$ cat config.mk
export PLATFORM = sky130hd
export DESIGN_NAME = universal_shift_register
export DESIGN_NICKNAME = d
export VERILOG_FILES = /design/src/rtl/universal_shift_register.sv
export SDC_FILE = /design/constraint.sdc
export NUM_CORES = 1
export LEC_CHECK = 0
export CORE_MARGIN = 8
export CORE_UTILIZATION = 37
export DETAILED_ROUTE_END_ITERATION = 16
export MAX_ROUTING_LAYER = met4
export PLACE_DENSITY = 0.82
export SETUP_SLACK_MARGIN = 0.15
export SLEW_MARGIN = 0
export SYNTH_ARGS = -nofsm -noshare
export SYNTH_HDL_FRONTEND = slang
export SYNTH_SLANG_ARGS = --single-unit
$ cat constraint.sdc
create_clock -name Clk_In -period 1.5 [get_ports Clk_In]
set_clock_uncertainty 0.2 [all_clocks]
set_input_delay 0.3 -clock Clk_In [delete_from_list [all_inputs] [get_ports Clk_In]]
set_output_delay 0.3 -clock Clk_In [all_outputs]
set_load 0.05 [all_outputs]
$ cat src/rtl/universal_shift_register.sv
// WIDTH-bit universal shift register: hold, shift right/left, parallel load.
// Registered serial output plus a per-frame shift counter with a done pulse.
module universal_shift_register #(
  parameter int WIDTH = 8,
  localparam int CNT_W = $clog2(WIDTH)
) (
  input  logic             Clk_In,
  input  logic             Reset_In,
  input  logic             Enable_In,
  input  logic [1:0]       Mode_In,
  input  logic             Serial_Data_In,
  input  logic [WIDTH-1:0] Parallel_Data_In,
  output logic             Serial_Data_Out,
  output logic [WIDTH-1:0] Parallel_Data_Out,
  output logic [CNT_W-1:0] Shift_Count,
  output logic             Frame_Done
);

  localparam logic [1:0] MODE_HOLD = 2'b00;
  localparam logic [1:0] MODE_SHR  = 2'b01;
  localparam logic [1:0] MODE_SHL  = 2'b10;
  localparam logic [1:0] MODE_LOAD = 2'b11;
  localparam int         LAST      = WIDTH - 1;

  logic [WIDTH-1:0] r_data;
  logic             r_sout;
  logic [CNT_W-1:0] r_cnt;
  logic             r_done;
  logic             w_shift;
  logic             w_wrap;

  assign w_shift = Enable_In &&
                   (Mode_In == MODE_SHR || Mode_In == MODE_SHL);
  assign w_wrap  = (r_cnt == CNT_W'(LAST));

  always_ff @(posedge Clk_In) begin
    if (Reset_In) begin
      r_data <= '0;
      r_sout <= 1'b0;
      r_cnt  <= '0;
      r_done <= 1'b0;
    end else begin
      r_done <= 1'b0;
      if (Enable_In) begin
        unique case (Mode_In)
          MODE_SHR: begin
            r_data <= {Serial_Data_In, r_data[WIDTH-1:1]};
            r_sout <= r_data[0];
          end
          MODE_SHL: begin
            r_data <= {r_data[WIDTH-2:0], Serial_Data_In};
            r_sout <= r_data[WIDTH-1];
          end
          MODE_LOAD: begin
            r_data <= Parallel_Data_In;
            r_cnt  <= '0;
          end
          MODE_HOLD: ;
        endcase
      end
      // Both shift directions advance the same frame counter.
      if (w_shift) begin
        if (w_wrap) begin
          r_cnt  <= '0;
          r_done <= 1'b1;
        end else begin
          r_cnt <= r_cnt + 1'b1;
        end
      end
    end
  end

  assign Parallel_Data_Out = r_data;
  assign Serial_Data_Out   = r_sout;
  assign Shift_Count       = r_cnt;
  assign Frame_Done        = r_done;

endmodule

==> results of run 1 <==
-- power breakdown --
part	internal, W	switching, W
Combinational	0.000200	0.000182
Sequential	0.000363	0.0000408
Clock	0.000103	0.000116
Total	0.000666	0.000339
-- cell usage after synthesis --
cell type / number / share of area [%]
a21oi_1: 3 / 2.2
a22oi_1: 7 / 7.6
a311oi_1: 7 / 8.9
a311oi_2: 2 / 4.4
a32oi_1: 2 / 2.5
buf_1: 1 / 0.54
buf_12: 1 / 2.9
buf_2: 1 / 0.73
buf_4: 1 / 1.1
dfxtp_1: 13 / 38
ha_1: 6 / 11
inv_1: 2 / 1.1
mux2i_1: 1 / 1.5
nand2_1: 10 / 5.4
nor2_1: 9 / 4.9
nor2_2: 2 / 1.8
nor2b_1: 1 / 0.91
nor3b_1: 2 / 2.2
o21a_1: 1 / 1.1
o21ai_0: 1 / 0.73
or3_1: 1 / 0.91
-- worst max-delay path, cell delays in order (launching register included) --
cell and delay [ns]:
dfxtp_4 0.37, ha_4 0.16, ha_4 0.15, or3_4 0.32
a21oi_2 0.11
-- metal layers --
metal	vias up	GRT usage, %	routed length (µm)
met5	-	-	0
met4	0	9.56	80
met3	8	2.60	93
met2	25	22.6	1240
met1	361	16.3	1000
li1	357	-	-
-- stage by stage --
step,utilization [%],hold WS (ns),power (W)
after floorplan,-,0.172,0.000576
after global placement,71.5,0.300,0.000749
after detailed placement,71.5,0.305,0.000759
after CTS,76.6,0.315,0.00100
after global routing,79.3,0.346,0.00106
final,79.3,0.331,0.00101
-- final timing paths --
kind	startpoint	endpoint	slack, ns	cells after the start
worst max register to register	Shift_Count[0]	Shift_Count[0]	0.12	4
worst min register to register	Shift_Count[0]	Shift_Count[0]	0.33	2
worst min-delay path	Shift_Count[0]	Shift_Count[0]	0.33	2
worst max-delay path	Shift_Count[0]	Shift_Count[0]	0.12	4
-- what timing repair did --
action | in CTS | in global routing
endpoints found under the setup margin | 19 | 19
resized for setup | 24 | 16
buffers inserted | 2 | 1
pin swaps | 7 | 7
hold buffers | 0 | 0
-- sequential cells by signal, summed over array words and instances, names as in the netlist --
register           flops
Shift_Count            3
Frame_Done             1
Serial_Data_Out        1
Parallel_Data_Out      8
-- kinds of logic after synthesis --
kind of cell / synth area share, %
muxes: 1.45
DFF: 37.7
and+or+nand+nor: 16.2
AOI/OAI and AO/OA: 27.4
adders and majority gates: 10.9
buffers and inverters: 6.35
-- area by class of cell --
class / instances / area share (%)
flip-flops and latches: 13 / 21.7
inverters: 2 / 0.542
well taps: 25 / 2.26
repair buffers: 40 / 36.9
clock buffers: 4 / 1.90
multi-input cells: 55 / 36.7
==> impl_metrics.py, run 1 <==
metrics = {
    "outcome": {
        "status": "finished clean",
    },
    "die": {
        "die_h_um": 59.2,
        "die_area_um2": 3500,
        "core_um2": 1750,
        "die_w_um": 59.2,
        "start_util_pct": 39.5,
        "num_rows": 15,
        "boundaryPins": 27,
    },
    "route": {
        "vias_per_cell": 5.40,
        "detail-route-antenna-nets": 0,
        "dr.pass1.iters": 4,
        "first_iter_violations": 13,
        "wire_per_inst_um": 17.4,
        "drc": 0,
        "via_count": 751,
        "wirelength_um": 2420,
    },
    "sta": {
        "fin_crit_ns": 1.38,
        "setup_violations": 0,
        "rsz0062_at_grt": "true",
        "timing.final.ws_setup_ns": 0.122,
        "tns_ns": 0,
        "fin_crit_sh_pct": 91.9,
        "drv_slew": 0,
        "worst_slew_pin_slew_ns": 0.261,
        "slew_headroom_pct": 82.6,
        "timing.final.hold_violations": 0,
        "max_freq_mhz": 726,
    },
    "final_layout": {
        "finalNonFillerCells": 139,
        "seq_area_um2": 300,
        "mostFrequentLayoutCells": "buf_12 (14), buf_4 (11), dfxtp_4 (10), clkdlybuf4s50_1 (10), nand2_1 (9)",
        "design_area_um2": 1380,
        "antenna_cells": 0,
        "area_growth_syn_to_layout_pct": 101,
        "nNetsFinal": 135,
        "multi_input_area_um2": 508,
        "final_common_cell": "buf_12",
        "fillers": 99,
        "drive_gt1_share_pct": 60.5,
    },
    "yosys": {
        "synth.distinct_cells": 21,
        "syn-num-nets": 94,
        "syn_inst": 74,
        "ys_ff_latch": 13,
        "syn_area_per_cell_um2": 9.32,
        "ys_seq_area_share_pct": 37.7,
        "yosysWarnings": 0,
        "syn-cell-area_um2": 689,
    },
    "global_routing": {
        "grt_max_degree": 14,
        "overflow": 0,
        "grt_pass1_vias": 785,
        "antenna_found_initial": 0,
        "grt_pass1_wl_um": 3800,
        "grt.total_usage_pct": 14.4,
    },
    "worst_setup_path": {
        "required_ns": 1.51,
        "criticalPathCategory": "flip-flop to flip-flop",
        "start_kind": "flip-flop",
        "endpoint_kind": "flip-flop",
        "crit_fanout": 4,
        "critical_path_arrival_ns": 1.39,
    },
    "worst_hold_path": {
        "hold_path_class": "flip-flop to flip-flop",
    },
    "clock_network": {
        "cts_tree": "done",
        "numCtsBuffers": 3,
        "h-tree-depth": 1,
        "clock_latency_ns": 0.28,
        "path_clk_slew_ns": 0.08,
        "root_buffer": "clkbuf_4",
        "clock-sinks": 13,
        "cts.path.max_buffers": 2,
    },
    "place": {
        "place_ws_ns": -0.611,
        "place_area_um2": 1250,
        "port_buffers": 26,
        "place_inst": 132,
        "dp_hpwl_um": 1630,
        "routabilityCongestion": 0.804,
    },
    "power_and_ir_drop": {
        "p_leak_nw": 0.502,
        "power_density_nw_per_um2": 726,
        "ir_drop_mv": 0.599,
    },
    "run": {
        "max-cap-violations": 0,
    },
}
(Power assumes the default switching activity.)
==> inputs of run 2 (changes only) <==
--- a/config.mk
+++ b/config.mk
@@ -7,6 +7,7 @@
 export LEC_CHECK = 0
 export CORE_MARGIN = 8
 export CORE_UTILIZATION = 37
+export CTS_BUF_LIST = sky130_fd_sc_hd__clkbuf_16
 export DETAILED_ROUTE_END_ITERATION = 16
 export MAX_ROUTING_LAYER = met4
 export PLACE_DENSITY = 0.82
==> impl_metrics.py, run 2 (synthesis results as in run 1) <==
metrics = {
    "sta": {
        "timing.final.hold_violations": 0,
        "max_freq_mhz": 705,
        "holdWs_ns": 0.343,
        "fin_crit_sh_pct": 94.5,
        "slew_headroom_pct": 81.5,
        "setup_violations": 0,
        "worst_slew_pin_slew_ns": 0.277,
        "rsz0062_at_grt": "true",
        "fin_crit_ns": 1.42,
        "drv_slew": 0,
        "timing.final.ws_setup_ns": 0.0818,
    },
    "route": {
        "via_count": 854,
        "detail-route-antenna-nets": 0,
        "wirelength_um": 3510,
        "wire_per_inst_um": 23.5,
        "dr.pass1.iters": 4,
        "first_iter_violations": 60,
        "drc": 0,
        "vias_per_cell": 5.73,
    },
    "worst_setup_path": {
        "rr_endpoint": "Shift_Count[0]",
        "r2r_slack_ns": 0.08,
        "crit_fanout": 4,
        "worstPathCellList": "ha_4, ha_4, or3_4, a21oi_2",
        "reg2reg_depth": 4,
        "critical_path_arrival_ns": 1.39,
        "crit_path_frequent_cell": "ha_4",
        "slowest_delay_ns": 0.36,
        "criticalPathCategory": "flip-flop to flip-flop",
        "critPathTopFamily": "flip-flops",
        "critPathBufInv": 0,
        "r2r-start": "Shift_Count[0]",
        "start_kind": "flip-flop",
        "endpoint_kind": "flip-flop",
        "required_ns": 1.47,
        "critPathSlowestCell": "dfxtp_4",
    },
    "power_and_ir_drop": {
        "power_density_nw_per_um2": 886,
        "p_clk_share_pct": 37.6,
        "switching_power_w": 0.000425,
        "power_w": 0.00138,
        "pwr-share-seq_pct": 29.9,
        "p_int_w": 0.000954,
        "ir_drop_mv": 0.774,
        "pwr-share-comb_pct": 32.5,
        "p_leak_nw": 0.595,
        "swShare_pct": 30.8,
    },
    "clock_network": {
        "path_clk_slew_ns": 0.05,
        "cts-hold-fix-buffers": 0,
        "numCtsBuffers": 3,
        "h-tree-depth": 1,
        "clock_latency_ns": 0.25,
        "root_buffer": "clkbuf_16",
        "cts.path.max_buffers": 2,
        "cts_tree": "done",
        "clock-sinks": 13,
    },
    "place": {
        "routabilityCongestion": 0.804,
        "dp_hpwl_um": 1630,
        "place_ws_ns": -0.611,
        "port_buffers": 26,
    },
    "worst_hold_path": {
        "hold_path_class": "flip-flop to flip-flop",
        "hold_path_depth": 2,
        "whs_endpoint": "Parallel_Data_Out[7]",
        "hold_start": "Parallel_Data_Out[7]",
    },
    "global_routing": {
        "grt.total_usage_pct": 17.8,
        "grt_pass1_vias": 848,
        "met2_usage_pct": 29.9,
        "grt_max_degree": 14,
        "grt_pass1_wl_um": 4570,
        "antenna_found_initial": 0,
        "overflow": 0,
        "busiest_layer": "met2",
        "grt_use_met1_pct": 19.7,
        "grt_util_met3_pct": 3.25,
    },
    "final_layout": {
        "final_common_cell": "buf_4",
        "antenna_cells": 0,
        "fillers": 68,
        "mostFrequentLayoutCells": "buf_4 (18), buf_12 (15), clkdlybuf4s50_1 (10)",
        "drive_gt1_share_pct": 64.5,
        "area_growth_syn_to_layout_pct": 126,
        "nNetsFinal": 145,
        "largest_register_ffs": 8,
    },
    "die": {
        "num_rows": 15,
        "die_h_um": 59.2,
        "core_um2": 1750,
        "start_util_pct": 39.5,
        "boundaryPins": 27,
        "die_w_um": 59.2,
        "die_area_um2": 3500,
    },
    "run": {
        "max-cap-violations": 0,
    },
    "outcome": {
        "status": "finished clean",
    },
}
-- run 2: cell types whose count changed in the layout (fill, tap and decap cells not counted), sizes merged --
cell    delta
inv        +1
buf       +10
clkbuf     -1
-- run 2: final cells by class --
cell class	instances	area, µm²	share of cell area [%]
clock buffer	3	75.1	4.82
clock inverter	1	3.75	0.241
inverter	2	10.0	0.643
multi-input combinational	55	544	35.0
sequential	13	277	17.8
tap	25	31.3	2.01
timing repair buffer	50	616	39.5
-- run 2: timing repair --
action | 4_1_cts | 5_1_grt
setup endpoints to repair | 13 | 17
setup buffers | 5 | 7
resized for setup | 25 | 18
gates cloned | 1 | 0
pin swaps | 11 | 9
-- run 2: stage by stage --
| stage | TNS [ns] | util, % | cell area (µm²) | instances |
|---|---|---|---|---|
| detailed placement | -6.48 | 71.5 | 1250 | 132 |
| finish | 0 | 89.2 | 1560 | 149 |
| floorplan | 0 | - | 773 | 74 |
| CTS | 0 | 81.7 | 1430 | 142 |
| global placement | -5.60 | 71.5 | 1250 | 132 |
| global route | 0 | 89.2 | 1560 | 149 |
-- run 2: worst max path at each step --
stage | endpoint | slack (ns) | startpoint | depth (start not counted)
6_report | Shift_Count[0] | 0.08 | Shift_Count[0] | 4
2_1_floorplan | Shift_Count[0] | 0.12 | Shift_Count[1] | 4
3_3_place_gp | Shift_Count[0] | -0.47 | Mode_In[0] | 6
4_1_cts | Shift_Count[0] | 0.12 | Shift_Count[1] | 4
5_1_grt | Parallel_Data_Out[2] | 0.04 | Mode_In[0] | 7
3_5_place_dp | Parallel_Data_Out[3] | -0.61 | Mode_In[1] | 5
-- run 2: power groups by stage --
stage	clock network (W)	logic (W)	registers, W
5_1_grt	0.000536	0.000464	0.000414
3_5_place_dp	0	0.000349	0.000410
4_1_cts	0.000501	0.000386	0.000408
3_3_place_gp	0	0.000340	0.000409
6_report	0.000518	0.000449	0.000412
2_1_floorplan	0	0.000106	0.000469
-- run 2: metal layers --
layer,share of wire (%),vias to the layer above
li1,-,379
met1,40,418
met2,51,51
met3,6.6,6
met4,1.7,0
met5,0,-
-- run 2: tightest hold or removal path, stage by stage (launching register included) --
cell      delay [ns]
dfxtp_2         0.35
nor2_1          0.10
a311oi_1        0.05
